===== config.mk =====
export PLATFORM = sky130hd
export DESIGN_NAME = seg14_scroll_ctrl
export DESIGN_NICKNAME = d
export VERILOG_FILES = /design/src/rtl/seg14_pkg.sv /design/src/rtl/seg14_font.sv /design/src/rtl/seg14_scroll_ctrl.sv
export SDC_FILE = /design/constraint.sdc
export NUM_CORES = 1
export LEC_CHECK = 0
export ABC_AREA = 0
export CAP_MARGIN = 20
export CELL_PAD_IN_SITES_DETAIL_PLACEMENT = 1
export CELL_PAD_IN_SITES_GLOBAL_PLACEMENT = 1
export CORE_MARGIN = 2
export CORE_UTILIZATION = 40
export DETAILED_ROUTE_END_ITERATION = 8
export GPL_ROUTABILITY_DRIVEN = 0
export PLACE_DENSITY_LB_ADDON = 0.1
export SETUP_SLACK_MARGIN = 0.4
export SYNTH_ARGS = -nofsm -noshare
export SYNTH_HDL_FRONTEND = slang
export SYNTH_SLANG_ARGS = --single-unit

===== constraint.sdc =====
create_clock -name clk -period 10.9 [get_ports clk]
set_input_delay 3.27 -clock clk [delete_from_list [all_inputs] [get_ports clk]]
set_output_delay 3.27 -clock clk [all_outputs]
set_load 0.005 [all_outputs]

===== src/rtl/seg14_pkg.sv =====
// Shared definitions for the 14-segment scrolling display controller:
// character codes, glyph tables, FSM state type and fixed port widths.
package seg14_pkg;

  localparam int unsigned CHAR_W = 6;   // character code width
  localparam int unsigned SEG_W  = 14;  // segment pattern width, bit13 = segment a
  localparam int unsigned ADDR_W = 5;   // message buffer index width
  localparam int unsigned LEN_W  = 6;   // message length width (0..32)

  // Character codes
  localparam logic [CHAR_W-1:0] CH_SPACE = 6'd0;
  localparam logic [CHAR_W-1:0] CH_A     = 6'd1;
  localparam logic [CHAR_W-1:0] CH_Z     = 6'd26;
  localparam logic [CHAR_W-1:0] CH_0     = 6'd27;
  localparam logic [CHAR_W-1:0] CH_9     = 6'd36;

  // Segment order, msb first: a b c d e f g1 g2 h i j k l m
  localparam logic [SEG_W-1:0] GLYPH_BLANK = 14'h0000;

  localparam logic [SEG_W-1:0] GLYPH_ALPHA [26] = '{
    14'h3BC0, 14'h3C52, 14'h2700, 14'h3C12, 14'h2780, 14'h2380, // A B C D E F
    14'h2F40, 14'h1BC0, 14'h2412, 14'h1E00, 14'h038C, 14'h0700, // G H I J K L
    14'h1B28, 14'h1B24, 14'h3F00, 14'h33C0, 14'h3F04, 14'h33C4, // M N O P Q R
    14'h2DC0, 14'h2012, 14'h1F00, 14'h0309, 14'h1B05, 14'h002D, // S T U V W X
    14'h002A, 14'h2409                                          // Y Z
  };

  localparam logic [SEG_W-1:0] GLYPH_DIGIT [10] = '{
    14'h3F09, 14'h1808, 14'h36C0, 14'h3C40, 14'h19C0,           // 0 1 2 3 4
    14'h2584, 14'h2FC0, 14'h3800, 14'h3FC0, 14'h3DC0            // 5 6 7 8 9
  };

  typedef enum logic [1:0] {
    ST_IDLE = 2'd0,
    ST_SHOW = 2'd1,
    ST_GAP  = 2'd2
  } state_t;

endpackage


===== src/rtl/seg14_font.sv =====
// Character-code to 14-segment glyph decoder (purely combinational).
//   code  : 6-bit character code
//   seg_c : 14-bit segment pattern, bit13 = segment a; unknown codes are blank
module seg14_font
  import seg14_pkg::*;
(
  input  logic [CHAR_W-1:0] code,
  output logic [SEG_W-1:0]  seg_c
);

  // Letters and digits occupy two contiguous code ranges.
  always_comb begin
    seg_c = GLYPH_BLANK;
    if (code >= CH_A && code <= CH_Z) begin
      seg_c = GLYPH_ALPHA[5'(code - CH_A)];
    end else if (code >= CH_0 && code <= CH_9) begin
      seg_c = GLYPH_DIGIT[4'(code - CH_0)];
    end
  end

endmodule


===== src/rtl/seg14_scroll_ctrl.sv =====
// Multiplexed, scrolling 14-segment panel controller with a double-buffered
// message. The host fills the shadow buffer and commits; the active buffer
// is replaced only at a frame end (or immediately when idle).
//   clk, rst_n  : clock, async active-low reset
//   en          : 1 = scan the panel, 0 = blank and idle
//   wr_valid/wr_ready, wr_addr, wr_char, wr_commit, msg_len : host write port
//   sel         : one-hot digit select, bit0 = leftmost
//   segm        : segment pattern of the selected digit
//   frame_tick  : pulse on the last cycle of each frame
module seg14_scroll_ctrl
  import seg14_pkg::*;
#(
  parameter int unsigned DIGITS        = 12,
  parameter int unsigned DEPTH         = 32,
  parameter int unsigned SCAN_DIV      = 1000,
  parameter int unsigned SCROLL_FRAMES = 50
) (
  input  logic              clk,
  input  logic              rst_n,
  input  logic              en,
  input  logic              wr_valid,
  output logic              wr_ready,
  input  logic [ADDR_W-1:0] wr_addr,
  input  logic [CHAR_W-1:0] wr_char,
  input  logic              wr_commit,
  input  logic [LEN_W-1:0]  msg_len,
  output logic [DIGITS-1:0] sel,
  output logic [SEG_W-1:0]  segm,
  output logic              frame_tick
);

  localparam int unsigned DIGIT_W = (DIGITS > 1) ? $clog2(DIGITS) : 1;
  localparam int unsigned PRESC_W = $clog2(SCAN_DIV);
  localparam int unsigned FRAME_W = (SCROLL_FRAMES > 1) ? $clog2(SCROLL_FRAMES) : 1;
  localparam int unsigned IDX_W   = LEN_W + 1;

  localparam logic [DIGIT_W-1:0] LAST_DIGIT = DIGIT_W'(DIGITS - 1);
  localparam logic [PRESC_W-1:0] PRESC_LAST = PRESC_W'(SCAN_DIV - 1);
  localparam logic [FRAME_W-1:0] FRAME_LAST = FRAME_W'(SCROLL_FRAMES - 1);
  localparam logic [LEN_W-1:0]   LEN_DIGITS = LEN_W'(DIGITS);
  localparam logic [LEN_W-1:0]   LEN_DEPTH  = LEN_W'(DEPTH);

  state_t              state, state_n;
  logic [DIGIT_W-1:0]  digit, digit_n;
  logic [PRESC_W-1:0]  presc, presc_n;
  logic [DIGITS-1:0]   sel_n;
  logic [SEG_W-1:0]    segm_n;
  logic                tick_n;

  logic [CHAR_W-1:0]   act_buf [DEPTH];
  logic [CHAR_W-1:0]   shd_buf [DEPTH];
  logic [LEN_W-1:0]    act_len, pend_len;
  logic [LEN_W-1:0]    offset, off_inc;
  logic [FRAME_W-1:0]  frame_cnt;
  logic                commit_pend;

  logic                wr_xfer, frame_end, swap, scroll_adv, scroll_step;
  logic [DIGIT_W-1:0]  look_digit;
  logic [LEN_W-1:0]    len_n, off_n;
  logic [IDX_W-1:0]    sum, idx;
  logic [ADDR_W-1:0]   rd_addr;
  logic                blank;
  logic [CHAR_W-1:0]   look_char;
  logic [SEG_W-1:0]    look_seg;

  // Frame-end events: swap takes priority over a scroll step.
  assign wr_xfer     = wr_valid & wr_ready;
  assign frame_end   = (state == ST_GAP) && (digit == LAST_DIGIT) && en;
  assign swap        = commit_pend && (frame_end || (state == ST_IDLE));
  assign scroll_adv  = frame_end && !swap && (act_len > LEN_DIGITS);
  assign scroll_step = scroll_adv && (frame_cnt == FRAME_LAST);
  assign off_inc     = (LEN_W'(offset + LEN_W'(1)) == act_len) ? '0 : LEN_W'(offset + LEN_W'(1));

  // Character for the digit about to be lit, seen through any buffer swap or
  // scroll step taking effect on this same edge.
  always_comb begin
    look_digit = '0;
    if (state == ST_GAP && digit != LAST_DIGIT) begin
      look_digit = digit + DIGIT_W'(1);
    end
    len_n   = swap ? pend_len : act_len;
    off_n   = swap ? '0 : (scroll_step ? off_inc : offset);
    sum     = IDX_W'(off_n) + IDX_W'(look_digit);
    idx     = (sum >= IDX_W'(len_n)) ? (sum - IDX_W'(len_n)) : sum;
    blank   = (len_n == '0) ||
              ((len_n <= LEN_DIGITS) && (IDX_W'(look_digit) >= IDX_W'(len_n)));
    rd_addr = ADDR_W'(idx);
    look_char = CH_SPACE;
    if (!blank) begin
      look_char = swap ? shd_buf[rd_addr] : act_buf[rd_addr];
    end
  end

  seg14_font u_font (
    .code  (look_char),
    .seg_c (look_seg)
  );

  // Scan sequencer state register.
  always_ff @(posedge clk or negedge rst_n) begin
    if (!rst_n) begin
      state <= ST_IDLE;
    end else begin
      state <= state_n;
    end
  end

  // Next state and next registered outputs.
  always_comb begin
    state_n = state;
    digit_n = digit;
    presc_n = presc;
    sel_n   = '0;
    segm_n  = '0;
    tick_n  = 1'b0;
    unique case (state)
      ST_IDLE: begin
        if (en) begin
          state_n = ST_SHOW;
          digit_n = '0;
          presc_n = '0;
          sel_n   = DIGITS'(1) << look_digit;
          segm_n  = look_seg;
        end
      end
      ST_SHOW: begin
        if (presc == PRESC_LAST) begin
          state_n = ST_GAP;
          presc_n = '0;
          tick_n  = (digit == LAST_DIGIT);
        end else begin
          presc_n = presc + PRESC_W'(1);
          sel_n   = sel;
          segm_n  = segm;
        end
      end
      ST_GAP: begin
        state_n = ST_SHOW;
        digit_n = look_digit;
        presc_n = '0;
        sel_n   = DIGITS'(1) << look_digit;
        segm_n  = look_seg;
      end
      default: begin
        state_n = ST_IDLE;
      end
    endcase
    if (!en) begin
      state_n = ST_IDLE;
      digit_n = '0;
      presc_n = '0;
      sel_n   = '0;
      segm_n  = '0;
      tick_n  = 1'b0;
    end
  end

  // Scan counters, outputs, buffers, scroll position and write handshake.
  always_ff @(posedge clk or negedge rst_n) begin
    if (!rst_n) begin
      digit       <= '0;
      presc       <= '0;
      sel         <= '0;
      segm        <= '0;
      frame_tick  <= 1'b0;
      wr_ready    <= 1'b1;
      commit_pend <= 1'b0;
      act_len     <= '0;
      pend_len    <= '0;
      offset      <= '0;
      frame_cnt   <= '0;
      for (int i = 0; i < DEPTH; i++) begin
        act_buf[i] <= CH_SPACE;
        shd_buf[i] <= CH_SPACE;
      end
    end else begin
      digit      <= digit_n;
      presc      <= presc_n;
      sel        <= sel_n;
      segm       <= segm_n;
      frame_tick <= tick_n;

      if (swap) begin
        for (int i = 0; i < DEPTH; i++) begin
          act_buf[i] <= shd_buf[i];
        end
        act_len     <= pend_len;
        offset      <= '0;
        frame_cnt   <= '0;
        commit_pend <= 1'b0;
        wr_ready    <= 1'b1;
      end else if (scroll_step) begin
        offset    <= off_inc;
        frame_cnt <= '0;
      end else if (scroll_adv) begin
        frame_cnt <= frame_cnt + FRAME_W'(1);
      end

      if (wr_xfer) begin
        if (wr_commit) begin
          pend_len    <= (msg_len > LEN_DEPTH) ? LEN_DEPTH : msg_len;
          commit_pend <= 1'b1;
          wr_ready    <= 1'b0;
        end else begin
          shd_buf[wr_addr] <= wr_char;
        end
      end
    end
  end

endmodule


* Word level (Yosys, flattened, before mapping)
Memory sizes are Yosys's and may differ from the RTL's.
Cells that the tools add are included.
** Storage, ports and cells
- RAM bits :: 0
- Logic and storage cells :: 187
- Bits of input ports :: 22
- Memories kept :: 2
- ROM bits :: 672
- Latch bits :: 0
- Register bits after elaboration :: 453
- Output and inout bits :: 28
** Cells by class
- Magnitude comparators :: 14
- Eq/ne operators :: 10
- Mux-type cells :: 50
- Multipliers :: 0
- $add $sub $neg :: 8
- Shift operators :: 1
- Div/mod/pow operators :: 0
- Reduce and logical (&&, ||, !) cells :: 20
- Bitwise operators :: 6
** Memories
- (name not given) :: depth 32, bits a word 14, rd ports 1, clocked after Yosys merged registers in 0, write ports 0, RTL line seg14_font.sv:15 : seg_c = GLYPH_ALPHA[5'(code - CH_A)];
- (name not given) :: depth 16, bits a word 14, rd ports 1, clocked after Yosys merged registers in 0, write ports 0, RTL line seg14_font.sv:17 : seg_c = GLYPH_DIGIT[4'(code - CH_0)];
** Operators by type and width (count)
- 192-bit bitwise mux :: 1
- 14-bit two-way mux :: 8
- 6-bit two-way mux :: 15
- 6-bit binary-select mux with 5-bit select :: 2
- 6-bit demux with 5-bit select :: 1
- 14-bit one-hot mux with 2 select lines :: 1
- 12-bit two-way mux :: 2
- 12-bit one-hot mux with 2 select lines :: 1
- 10-bit two-way mux :: 2
- 10-bit one-hot mux with 2 select lines :: 1
- 6-bit >= comparator (second input constant) :: 3
- 5-bit inverter with 6-bit output :: 3
- 6-bit by 1-bit adder with 6-bit output (second input constant) :: 2
- 1-bit by 4-bit left shift with 12-bit output (first input constant) :: 1
- 1-bit logical AND :: 11
- 10-bit by 1-bit adder with 10-bit output (second input constant) :: 1
- 10-bit == test (second input constant) :: 1
- 1-bit two-way mux :: 9
- 4-bit two-way mux :: 2
- 4-bit one-hot mux with 2 select lines :: 1
- 6-bit by 4-bit adder with 7-bit output :: 1
- 7-bit by 6-bit >= comparator with 1-bit output :: 1
- 6-bit == test :: 1
- 6-bit == test (second input constant) :: 1
- other kinds (34) :: 37

* Depth between registers and ports, before layout
- Word-level depth :: 29
- Depth in mapped cells :: 41

* By module
From an unflattened synthesis, not the netlist that was laid out.
** Unflattened totals
- Cells, all modules :: 2635
- Area, all modules :: 23498.8 um2
** By module, submodules not included
- seg14_scroll_ctrl :: area an instance 21984.8 um2, seq. area each 11337.1 um2, cells an instance 2396, instances 1
- seg14_font :: area an instance 1514.0 um2, seq. area each 0.0 um2, cells an instance 239, instances 1

* Least setup slack after synthesis
No wires, ideal clock.
- Path kind :: input to register
- From :: input port en
- To :: register segm[5]
- Setup time :: 0.123 ns
- Buffers on the path :: 5
- Stages on the path :: 33
- Arrival :: 10.381 ns
- Data required time :: 10.777 ns
- Setup slack :: 0.396 ns
- Cell sequence :: nand4b_4 -> a211oi_4 -> a21oi_2 -> o21ai_0 -> o31ai_1 -> ha_1 -> nor2b_1 -> o21ai_0 -> nor2b_1 -> xnor2_1 -> ha_1 -> nand2_1 -> o31ai_2 -> nor2_1 -> a22oi_2 -> buf_2 -> buf_2 -> buf_2 -> mux2i_1 -> nand4_1 -> o211ai_1 -> nor4_1 -> or3_1 -> inv_1 -> clkbuf_1 -> ha_1 -> ha_1 -> clkbuf_1 -> clkinv_1 -> ha_1 -> mux2_2 -> a21oi_1 -> o21ai_1
** Between the ends
- Longest elaborated chain between the ends :: 27
- Elaborated cells between the ends (all ways) :: 49
** RTL lines
- from (decl) :: RTL line seg14_scroll_ctrl.sv:20 : input logic en,
- 1-bit logical AND (*) :: RTL line seg14_scroll_ctrl.sv:68 : assign frame_end = (state == ST_GAP) && (digit == LAST_DIGIT) && en;
- 1-bit logical OR :: RTL line seg14_scroll_ctrl.sv:69 : assign swap = commit_pend && (frame_end || (state == ST_IDLE));
- 1-bit logical AND :: RTL line seg14_scroll_ctrl.sv:69
- 1-bit logical NOT :: RTL line seg14_scroll_ctrl.sv:70 : assign scroll_adv = frame_end && !swap && (act_len > LEN_DIGITS);
- 1-bit logical AND (2 in a row) :: RTL line seg14_scroll_ctrl.sv:70
- 1-bit logical AND :: RTL line seg14_scroll_ctrl.sv:71 : assign scroll_step = scroll_adv && (frame_cnt == FRAME_LAST);
- 6-bit two-way mux :: RTL line seg14_scroll_ctrl.sv:82 : off_n = swap ? '0 : (scroll_step ? off_inc : offset);
- 6-bit two-way mux (*) :: RTL line seg14_scroll_ctrl.sv:82
- named net off_n[2] :: RTL line seg14_scroll_ctrl.sv:59 : logic [LEN_W-1:0] len_n, off_n;
- (+9 left out)
- 4-bit subtractor :: RTL line seg14_font.sv:17
- 4-bit inverter with 5-bit output (not written as such) :: RTL line seg14_font.sv:17
- memory read 16 x 14 bit
- 14-bit two-way mux (not written as such) (2 in a row) :: RTL line seg14_font.sv:17
- 14-bit two-way mux :: RTL line seg14_font.sv:16 : end else if (code >= CH_0 && code <= CH_9) begin
- 14-bit two-way mux (*) :: RTL line seg14_font.sv:14 : if (code >= CH_A && code <= CH_Z) begin
- 14-bit one-hot mux with 2 select lines (*) :: RTL line seg14_scroll_ctrl.sv:116 : unique case (state)
- 14-bit two-way mux (*) :: RTL line seg14_scroll_ctrl.sv:148 : if (!en) begin
- to (signal assigned) :: RTL line seg14_scroll_ctrl.sv:180 : segm <= segm_n;
- to (decl) :: RTL line seg14_scroll_ctrl.sv:28 : output logic [SEG_W-1:0] segm,
The timed path passes the listed nets; every way through them passes the cells marked *. The select of a mux whose other input is x is not followed.
A chain may end at the register's enable or synchronous reset.

* Worst setup path after layout
- From :: input port en
- To :: register segm[12]
The elaborated chain is that of the path after synthesis.

==> flow_summary.ini <==
[run_status]
outcome = finished, final reports clean

[clock_tree]
htreeDepth = 2
root_buffer = clkbuf_16
clockBufferDepth = 3
cts_made_buffers = 54
path_clk_slew_ns = 0.06
clock_latency_ns = 0.65
clock-sinks = 453
ctsHoldBuffers = 0
tritoncts = done

[worst_setup_path]
crit_family = compound AO/OA/AOI/OAI gates
cp-start-kind = input port
max_stage_delay_ns = 0.53
critPathSlowestCell = or4b_4
worstSetupPathType = in2reg
cp.arrival_ns = 10.36
cp.required_ns = 11.43
end_kind = register
r2r_start = offset[0]
cp_max_fo = 8
crit_top_cell = buf_4
path_buf_inv = 7
timing.critical_path.from = en

[finish]
stdcell_area_sq_mm = 0.0280
diodes = 0
fillCellCount = 6579
fin_nets = 2662
multi_input_area_sq_mm = 0.0117
regArea_sq_mm = 0.0113
fin_util_pct = 47.5
drive_gt1_share_pct = 20.5
syn2layout_area_growth_pct = 17.9

[sta]
fin_crit_ns = 9.83
rsz0062_at_grt = no
finalCritPeriodShare_pct = 90.2
finalHoldViolations = 0
worstMarginPinSlew_ns = 0.992
setup_viol = 0
relSlewSlack_pct = 33.6
fin_worst_skew_ns = 0.0346
finalMaxSlewViolations = 0
max_freq_ghz = 0.102

[synth]
syn-instance-count = 2499
yosysMostFrequentCell = nand2_1
yosysTopAreaCell = dfrtp_1
synth_seq_area_share_pct = 47.7
synthTopCellsByCount = nand2_1, dfrtp_1, mux2_2
synthArstFlopShare_pct = 100
synth_edf_count = 0
ys_ff_latch = 453
synth-warning-count = 0
ys.flop_type = dfrtp_1
netlist.area_leader.share_pct = 47.6
synthTopCellsByArea = dfrtp_1, nand2_1, mux2_2, mux2i_1, nand3_1
synthDistinctLibCells = 105
syn-cell-area_sq_mm = 0.0237
synth_area_per_cell_sq_um = 9.50
syn-num-nets = 2552

[route]
routed_wl_microns = 83800
vias = 19571
via_per_inst = 5.72
drc_errors = 0
drt_first_pass_iters = 5
drt_iter0_drc = 1172
postRouteAntennaNets = 0
routedWlPerCell_microns = 24.5

[die]
initial_core_util_pct = 40.3
dieArea_sq_mm = 0.0613
die_w_microns = 248
coreArea_sq_mm = 0.0589
ioPinCount = 50
die_y_microns = 248
rows = 89

[power]
p_comb_share_pct = 59.5
internal-power_w = 0.00578
switching_share_pct = 44.7
p_per_area_mw_per_mm2 = 374
clkPwrFrac_pct = 18.3
sequentialPowerShare_pct = 22.2
irDropWorstVdd_mv = 0.326
leakage_nw = 13.3
switchingPower_w = 0.00468

[worst_hold_path]
hp-class = reg2reg
worstHoldStart = act_buf[180]

[place]
place_area_sq_mm = 0.0258
portBuffers = 49
dpl.hpwl_microns = 57700

[global_route]
grtUsageMet1_pct = 35.6
grtUsageTotal_pct = 27.6
grt_first_pass_wirelength_microns = 128000
met3_usage_pct = 5.18
grt_pass1_vias = 20627
use_met2_pct = 45.5
busiest_layer = met2
grt_max_degree = 172
grt_overflow = 0
antenna_found_initial = 3

[job]
cap_violations = 0
-- area by class of cell --
class | instances | area share [%]
Tap cell | 773 | 3.46
Timing Repair Buffer | 211 | 6.95
Clock inverter | 23 | 1.06
Clock buffer | 74 | 5.63
Inverter | 44 | 0.599
Multi-Input combinational cell | 1845 | 41.8
Sequential cell | 453 | 40.5
-- flip-flops by register name, indices dropped and copies added (netlist names) --
name,count
presc,10
act_len,6
frame_cnt,6
sel,12
shd_buf,192
commit_pend,1
act_buf,192
offset,6
wr_ready,1
state,2
digit,4
pend_len,6
frame_tick,1
segm,14
-- path summary, 6_finish.rpt --
| check | to | slack [ns] | depth (start not counted) |
|---|---|---|---|
| max reg2reg | segm[12] | 2.60 | 35 |
| min | act_buf[180] | 0.47 | 2 |
| max in group asynchronous | act_buf[47] | 6.09 | 3 |
| min in group asynchronous | pend_len[2] | 2.65 | 1 |
| min reg2reg | act_buf[180] | 0.47 | 2 |
| max | segm[12] | 1.07 | 31 |
-- cells in the final DEF (no fill, tap or decap), types with 12 or more instances in the layout --
master	n
nand4_1	18
dfrtp_1	452
buf_12	13
o21ai_0	45
mux2_2	210
a21oi_1	81
a22oi_1	16
and3_1	14
clkbuf_8	15
clkbuf_16	56
nand3_1	93
buf_4	144
nor2_1	78
clkdlybuf4s50_1	45
nor3_1	26
nand2_1	803
xnor2_1	16
nand2b_1	14
clkinv_2	13
xor2_1	14
o211ai_1	18
mux2i_1	83
a22o_1	12
inv_1	41
a32oi_1	12
ha_1	28
-- metrics by stage --
| stage | setup TNS [ns] | power, W | hold WS (ns) | cells | setup WS, ns |
|---|---|---|---|---|---|
| 2_1_floorplan | 0 | 0.00587 | 0.439 | 2499 | 0.502 |
| 3_3_place_gp | 0 | 0.00813 | 0.457 | 3314 | 0.0433 |
| 3_5_place_dp | -1.48 | 0.00827 | 0.463 | 3315 | -0.144 |
| 4_1_cts | 0 | 0.0102 | 0.477 | 3412 | 0.482 |
| 5_1_grt | 0 | 0.0111 | 0.497 | 3423 | 0.702 |
| 6_report | 0 | 0.0105 | 0.471 | 3423 | 1.07 |
-- timing repair --
item	4_1_cts	5_1_grt
buffers inserted	0	8
endpoints found under the setup margin	0	14
endpoints found under the hold margin	0	0
resized for setup	0	35
-- cells by family (layout without fill, tap and decap cells) --
| logic type | after synthesis | count (layout) | share of synthesized area (%) |
|---|---|---|---|
| buf+inv | 201 | 352 | 3.94 |
| fa+ha+maj | 31 | 31 | 1.70 |
| compound gates | 350 | 350 | 11.0 |
| flops | 453 | 453 | 47.7 |
| xor+xnor | 34 | 34 | 1.38 |
| simple gates | 1129 | 1129 | 20.2 |
| mux | 301 | 301 | 14.0 |
-- worst reg2reg max path, delay by kind of cell, from the launching register on --
kind            cells  cell delay (ns)
flops               1             0.46
simple gates       10             1.83
xor+xnor            1             0.09
mux                 1             0.37
fa+ha+maj           3             1.05
buf+inv             6             0.99
compound gates     14             3.41
-- power by group through the flow --
stage | clock network, W | registers [W] | logic [W]
after floorplan | 0 | 0.00225 | 0.00363
after global placement | 0 | 0.00233 | 0.00580
after detailed placement | 0 | 0.00234 | 0.00593
after CTS | 0.00195 | 0.00232 | 0.00595
after global routing | 0.00202 | 0.00237 | 0.00667
final | 0.00192 | 0.00232 | 0.00622
-- per-layer routing --
metal	vias up	part of all wire, %
met5	-	0.030
met3	177	5.4
li1	8859	-
met1	10024	43
met4	4	4.5
met2	507	47
(Power assumes the default switching activity.)
